### src/rtl/branch_pc_unit.sv
// Next-PC stage of the single-cycle RV32I core.
// Resolves branch/jump outcome from the comparator flags, owns the
// architectural PC, traps misaligned redirects into a halt state and keeps
// saturating retired/taken branch counters.
module branch_pc_unit #(
    parameter logic [31:0] RESET_PC = 32'h0000_0000,
    parameter int          CNT_W    = 16
) (
    input  logic             clk,
    input  logic             rst_n,
    input  logic             stall,
    input  logic             branch,
    input  logic             jal,
    input  logic             jalr,
    input  logic [2:0]       funct3,
    input  logic [31:0]      imm,
    input  logic [31:0]      rs1_data,
    input  logic             breq,
    input  logic             brlt,
    output logic             brUn,
    output logic [31:0]      pc,
    output logic [31:0]      pc_plus4,
    output logic             pc_sel,
    output logic             halted,
    output logic             misalign_err,
    output logic             ctrl_err,
    output logic [CNT_W-1:0] br_cnt,
    output logic [CNT_W-1:0] taken_cnt
);

    typedef enum logic {
        RUN  = 1'b0,
        HALT = 1'b1
    } state_t;

    state_t state, state_nxt;

    logic signed [31:0] imm_s;
    logic               cond;
    logic               illegal_f3;
    logic               multi;
    logic               redirect;
    logic [31:0]        target;
    logic               misaligned;

    logic [31:0]        pc_nxt;
    logic [CNT_W-1:0]   br_nxt;
    logic [CNT_W-1:0]   tk_nxt;
    logic               mis_nxt;
    logic               ctrl_nxt;

    // Counters stick at all-ones instead of wrapping.
    function automatic logic [CNT_W-1:0] sat_inc(input logic [CNT_W-1:0] v, input logic en);
        if (en && (v != {CNT_W{1'b1}}))
            return v + {{(CNT_W-1){1'b0}}, 1'b1};
        return v;
    endfunction

    assign imm_s      = imm;
    assign brUn       = branch & funct3[1];
    assign pc_plus4   = pc + 32'd4;
    assign illegal_f3 = (funct3[2:1] == 2'b01);
    assign multi      = (branch & jal) | (branch & jalr) | (jal & jalr);
    assign halted     = (state == HALT);

    // Branch condition decode from funct3; reserved encodings never take.
    always_comb begin
        cond = 1'b0;
        case (funct3)
            3'b000:  cond = breq;
            3'b001:  cond = ~breq;
            3'b100:  cond = brlt;
            3'b101:  cond = ~brlt;
            3'b110:  cond = brlt;
            3'b111:  cond = ~brlt;
            default: cond = 1'b0;
        endcase
    end

    // Redirect target and decision; conflicting control selects are ignored.
    always_comb begin
        target     = jalr ? ((rs1_data + imm_s) & ~32'h1) : (pc + imm_s);
        redirect   = ~multi & (jal | jalr | (branch & cond));
        pc_sel     = (state == RUN) & redirect;
        misaligned = pc_sel & target[1];
    end

    // Next-state and next-value logic for the PC, counters and sticky flags.
    always_comb begin
        state_nxt = state;
        pc_nxt    = pc;
        br_nxt    = br_cnt;
        tk_nxt    = taken_cnt;
        mis_nxt   = misalign_err;
        ctrl_nxt  = ctrl_err;
        if ((state == RUN) && !stall) begin
            ctrl_nxt = ctrl_err | (branch & illegal_f3) | multi;
            if (misaligned) begin
                // Faulting redirect: keep the PC pointing at the offender.
                state_nxt = HALT;
                mis_nxt   = 1'b1;
                br_nxt    = sat_inc(br_cnt, branch);
            end else begin
                pc_nxt = pc_sel ? target : pc_plus4;
                br_nxt = sat_inc(br_cnt, branch & ~multi);
                tk_nxt = sat_inc(taken_cnt, branch & cond & ~multi);
            end
        end
    end

    // FSM state register; HALT is left only through reset.
    always_ff @(posedge clk or negedge rst_n) begin
        if (!rst_n)
            state <= RUN;
        else
            state <= state_nxt;
    end

    // Architectural PC, counters and sticky error flags.
    always_ff @(posedge clk or negedge rst_n) begin
        if (!rst_n) begin
            pc           <= RESET_PC;
            br_cnt       <= '0;
            taken_cnt    <= '0;
            misalign_err <= 1'b0;
            ctrl_err     <= 1'b0;
        end else begin
            pc           <= pc_nxt;
            br_cnt       <= br_nxt;
            taken_cnt    <= tk_nxt;
            misalign_err <= mis_nxt;
            ctrl_err     <= ctrl_nxt;
        end
    end

endmodule

### config.mk
export PLATFORM = sky130hd
export DESIGN_NAME = branch_pc_unit
export DESIGN_NICKNAME = d
export VERILOG_FILES = /design/src/rtl/branch_pc_unit.sv
export SDC_FILE = /design/constraint.sdc
export NUM_CORES = 1
export LEC_CHECK = 0
export ABC_CLOCK_PERIOD_IN_PS = 3500
export CORE_MARGIN = 5
export CORE_UTILIZATION = 55
export CTS_CLUSTER_DIAMETER = 50
export DETAILED_ROUTE_END_ITERATION = 8
export DONT_BUFFER_PORTS = 1
export PLACE_DENSITY_LB_ADDON = 0.08
export SYNTH_ARGS = -nofsm -noshare
export SYNTH_HDL_FRONTEND = slang
export SYNTH_SLANG_ARGS = --single-unit
### constraint.sdc
create_clock -name clk -period 3.5 [get_ports clk]
set_clock_uncertainty 0.05 [all_clocks]
set_input_delay 0.875 -clock clk [delete_from_list [all_inputs] [get_ports clk]]
set_output_delay 0.875 -clock clk [all_outputs]
set_load 0.02 [all_outputs]
==> key figures <==
Worst setup path
  • Setup crit start kind: flip-flop
  • R2R depth: 12
  • Worst path required time: 2570 ps
  • Worst Path Max Fanout: 6
  • Crit Path Class: reg -> out
  • Worst path max stage delay: 470 ps
  • Most Frequent Cell on Critical Path: buf_4
  • CP delay by family, top: simple AND/OR/NAND/NOR gates
  • Worst setup EP type: primary output
  • CP max stage cell: dfrtp_1
  • Critical path data arrival time: 2460 ps
  • Critical path depth: 8
  • Reg2reg setup slack: 370 ps
  • Buffers plus inverters on the worst setup path: 2
  • CP Cell Sequence: nand4_1 -> nor3_1 -> buf_4 -> nor2b_2 -> and3b_1 -> and4_1 -> xor2_1 -> buf_4

Timing
  • Final period utilization: 96.8%
  • Tmin final: 3390 ps
  • Final hold vios: 0
  • Worst-Margin Slew: 707 ps
  • Final Max Slew Viols: 0
  • Fmax: 295 MHz
  • Worst hold margin: 174 ps
  • Slew headroom: 52.7%
  • Setup violations, final: 0

Pwr
  • Peak supply drop: 255 uV
  • PwrDens: 717 mW/mm^2
  • Int Pwr: 2.96 mW
  • LEAKAGE: 3.58 nW
  • Clock share of power: 17.5%
  • Reg power frac: 24.0%
  • Switching share of power: 49.3%
  • Final Total Pwr: 5.84 mW
  • NetSw: 2.88 mW
  • Combinational Power Share: 58.5%

Cells and area
  • Share of layout cells above drive strength 1: 13.0%
  • Antenna cells: 0
  • Synthesis-to-finish area growth: 13.2%
  • Fill cells: 1135
  • # nets final: 1091
  • Non-filler cells, final: 1127

Job
  • Total of max-cap violations: 0

Logic synthesis
  • Top cell type's share of synthesized area: 23.0%
  • Syn Nets: 1041
  • Mapped Cells: 900
  • #FFs+latches synth: 66
  • Post-synth EDFFs: 0
  • Top_reg_cell synth: dfrtp_1
  • Post-synthesis sequential area ratio: 23.0%
  • Async S/R FF share, synth: 100%
  • Largest area contributor in the netlist: dfrtp_1
  • Syn_area_per_cell: 7.99 um^2
  • Synth cell types: 78
  • Post-Syn Area: 0.00719 mm^2
  • Top cells by area, synth: dfrtp_1 23%, ha_1 11%, xnor2_1 8.2%, a21oi_1 5.6%, xor2_1 5.6%
  • Synth warn: 0

CTS
  • CTS Buf Count: 9
  • Hold buffer count at CTS: 0
  • Max clock buf depth: 2
  • Root Buffer: clkbuf_16
  • Clock Latency Late Sink: 340 ps
  • Clock sink total: 66
  • Clock-pin slew on the worst setup and hold paths: 60 ps
  • H-tree levels: 3
  • CTS tree: yes
  • Post-CTS setup buffers: 0

Detailed routing
  • Iter 0 DRT Violations: 697
  • Vias per inst: 6.54
  • Routed Antenna Nets: 0
  • Pre-Repair DR Iteration Count: 6
  • Wire length per cell: 21.3 um
  • Residual DRC: 0
  • Vias after detailed routing: 7371
  • Final WL: 24.0 mm

Placement
  • Placed cells: 1111
  • Placer Congestion: 0.963
  • HPWL after detailed placement: 19.2 mm
  • Port bufs: 0

Floorplan
  • # IOs: 176
  • Die width: 124 um
  • Core box area: 0.0127 mm^2
  • Die ar.: 0.0155 mm^2
  • Starting Density: 56.5%
  • Chip Height: 124 um
  • Num rows: 41

GRT
  • Overall routing resource usage: 30.4%
  • Global-route wire length before repair: 38.8 mm
  • Vias in the first global route: 7284
  • Gr ovfl total: 0
  • Number of antenna violations at the first check in global routing: 0
  • Largest net degree at the start of global routing: 67

Min path
  • Worst Hold Class: in -> async

Outcome
  • Status: completed
## worst paths after layout
| path | start | endpoint |
|---|---|---|
| worst max-delay path | pc[12]$_DFFE_PN0P_ | pc_plus4[31] |
| worst min-delay path | rst_n | taken_cnt[4]$_DFFE_PN0P_ |
| worst max register to register | pc[11]$_DFFE_PN0P_ | pc[30]$_DFFE_PN0P_ |
| worst min register to register | pc[17]$_DFFE_PN0P_ | pc[17]$_DFFE_PN0P_ |
| max in group asynchronous | rst_n | pc[16]$_DFFE_PN0P_ |
| min in group clk | pc[17]$_DFFE_PN0P_ | pc[17]$_DFFE_PN0P_ |
## layout make-up
class	instances	area [um^2]	area share (%)
Clock buffer	9	225	2.77
Clock inverter	7	100	1.23
Inverter	29	109	1.34
Multi-Input combinational cell	771	5290	65.0
Sequential cell	66	1650	20.3
Tap cell	172	215	2.64
Timing Repair Buffer	73	548	6.73
## timing repair
action,in CTS,in global routing
cloned,0,0
resized for setup,1,6
endpoints found under the setup margin,1,6
hold endpoints to repair,0,0
## cell usage after synthesis (15+ instances only)
cell type	instances
inv_1	27
nand2_1	82
a21oi_1	81
nand4_1	20
ha_1	64
o21ai_0	66
clkbuf_1	22
xor2_1	46
xnor2_1	67
nor2_1	61
a211oi_1	15
a21o_1	19
nand3_1	42
dfrtp_1	66
## worst reg2reg max path: cells and delay by family, from the launching register on
family                     cells  cell delay, ps
adders and majority gates      1             440
buffers and inverters          2             350
DFF                            1             390
and+or+nand+nor                1             360
AOI/OAI and AO/OA              8            1470
## power groups by stage
stage                     Combinational [mW]  Clock, mW  Sequential (mW)
after floorplan                         2.28          0             1.46
after global placement                  3.31          0             1.39
after detailed placement                3.35          0             1.40
after CTS                               3.38       1.02             1.39
after global routing                    3.72       1.05             1.43
final                                   3.42       1.02             1.40
## metrics by stage
stage / cell area [um^2] / util, % / worst slack, ps / setup TNS [ps]
2_1_floorplan: 7190 / - / 228 / 0
5_1_grt: 8140 / 64.0 / -3.18 / -3.18
3_5_place_dp: 7810 / 61.4 / -10.6 / -10.6
4_1_cts: 8130 / 63.9 / 5.94 / 0
3_3_place_gp: 7810 / 61.4 / -13.4 / -13.4
6_report: 8140 / 64.0 / 113 / 0
## cells by family after synthesis
logic type,synth area share (%)
AOI/OAI and AO/OA,26.8
muxes,0.887
xor gates and xnor gates,13.8
adders and majority gates,11.7
DFF,23.0
and+or+nand+nor,20.4
buffers and inverters,3.60
## metal layers
layer	global-route usage, %	vias to the layer above	part of all wire (%)
met2	49.2	400	46
met4	11.0	0	3.1
li1	-	3418	-
met5	0	-	0
met3	8.40	51	11
met1	38.9	3502	40
## layout by cell type (no fill, tap or decap), types with 11 or more instances in the layout
cell type | synthesis | routed
o31ai_1 | 11 | 11
and3_1 | 13 | 11
nand3_1 | 42 | 42
o211ai_1 | 14 | 14
nand2_1 | 82 | 81
xor2_1 | 46 | 46
xnor2_1 | 67 | 67
dfrtp_1 | 66 | 64
a31oi_1 | 11 | 11
ha_1 | 64 | 64
buf_4 | 3 | 73
a21oi_1 | 81 | 81
a21o_1 | 19 | 19
a211oi_1 | 15 | 15
o21ai_0 | 66 | 66
inv_1 | 27 | 27
nand4_1 | 20 | 20
nor2_1 | 61 | 60
## state kept, by name (all words and copies together) (netlist names)
signal and flops:
pc 32, br_cnt 16, taken_cnt 16, ctrl_err 1, misalign_err 1
Note: power is estimated with default switching activity, not from simulation.
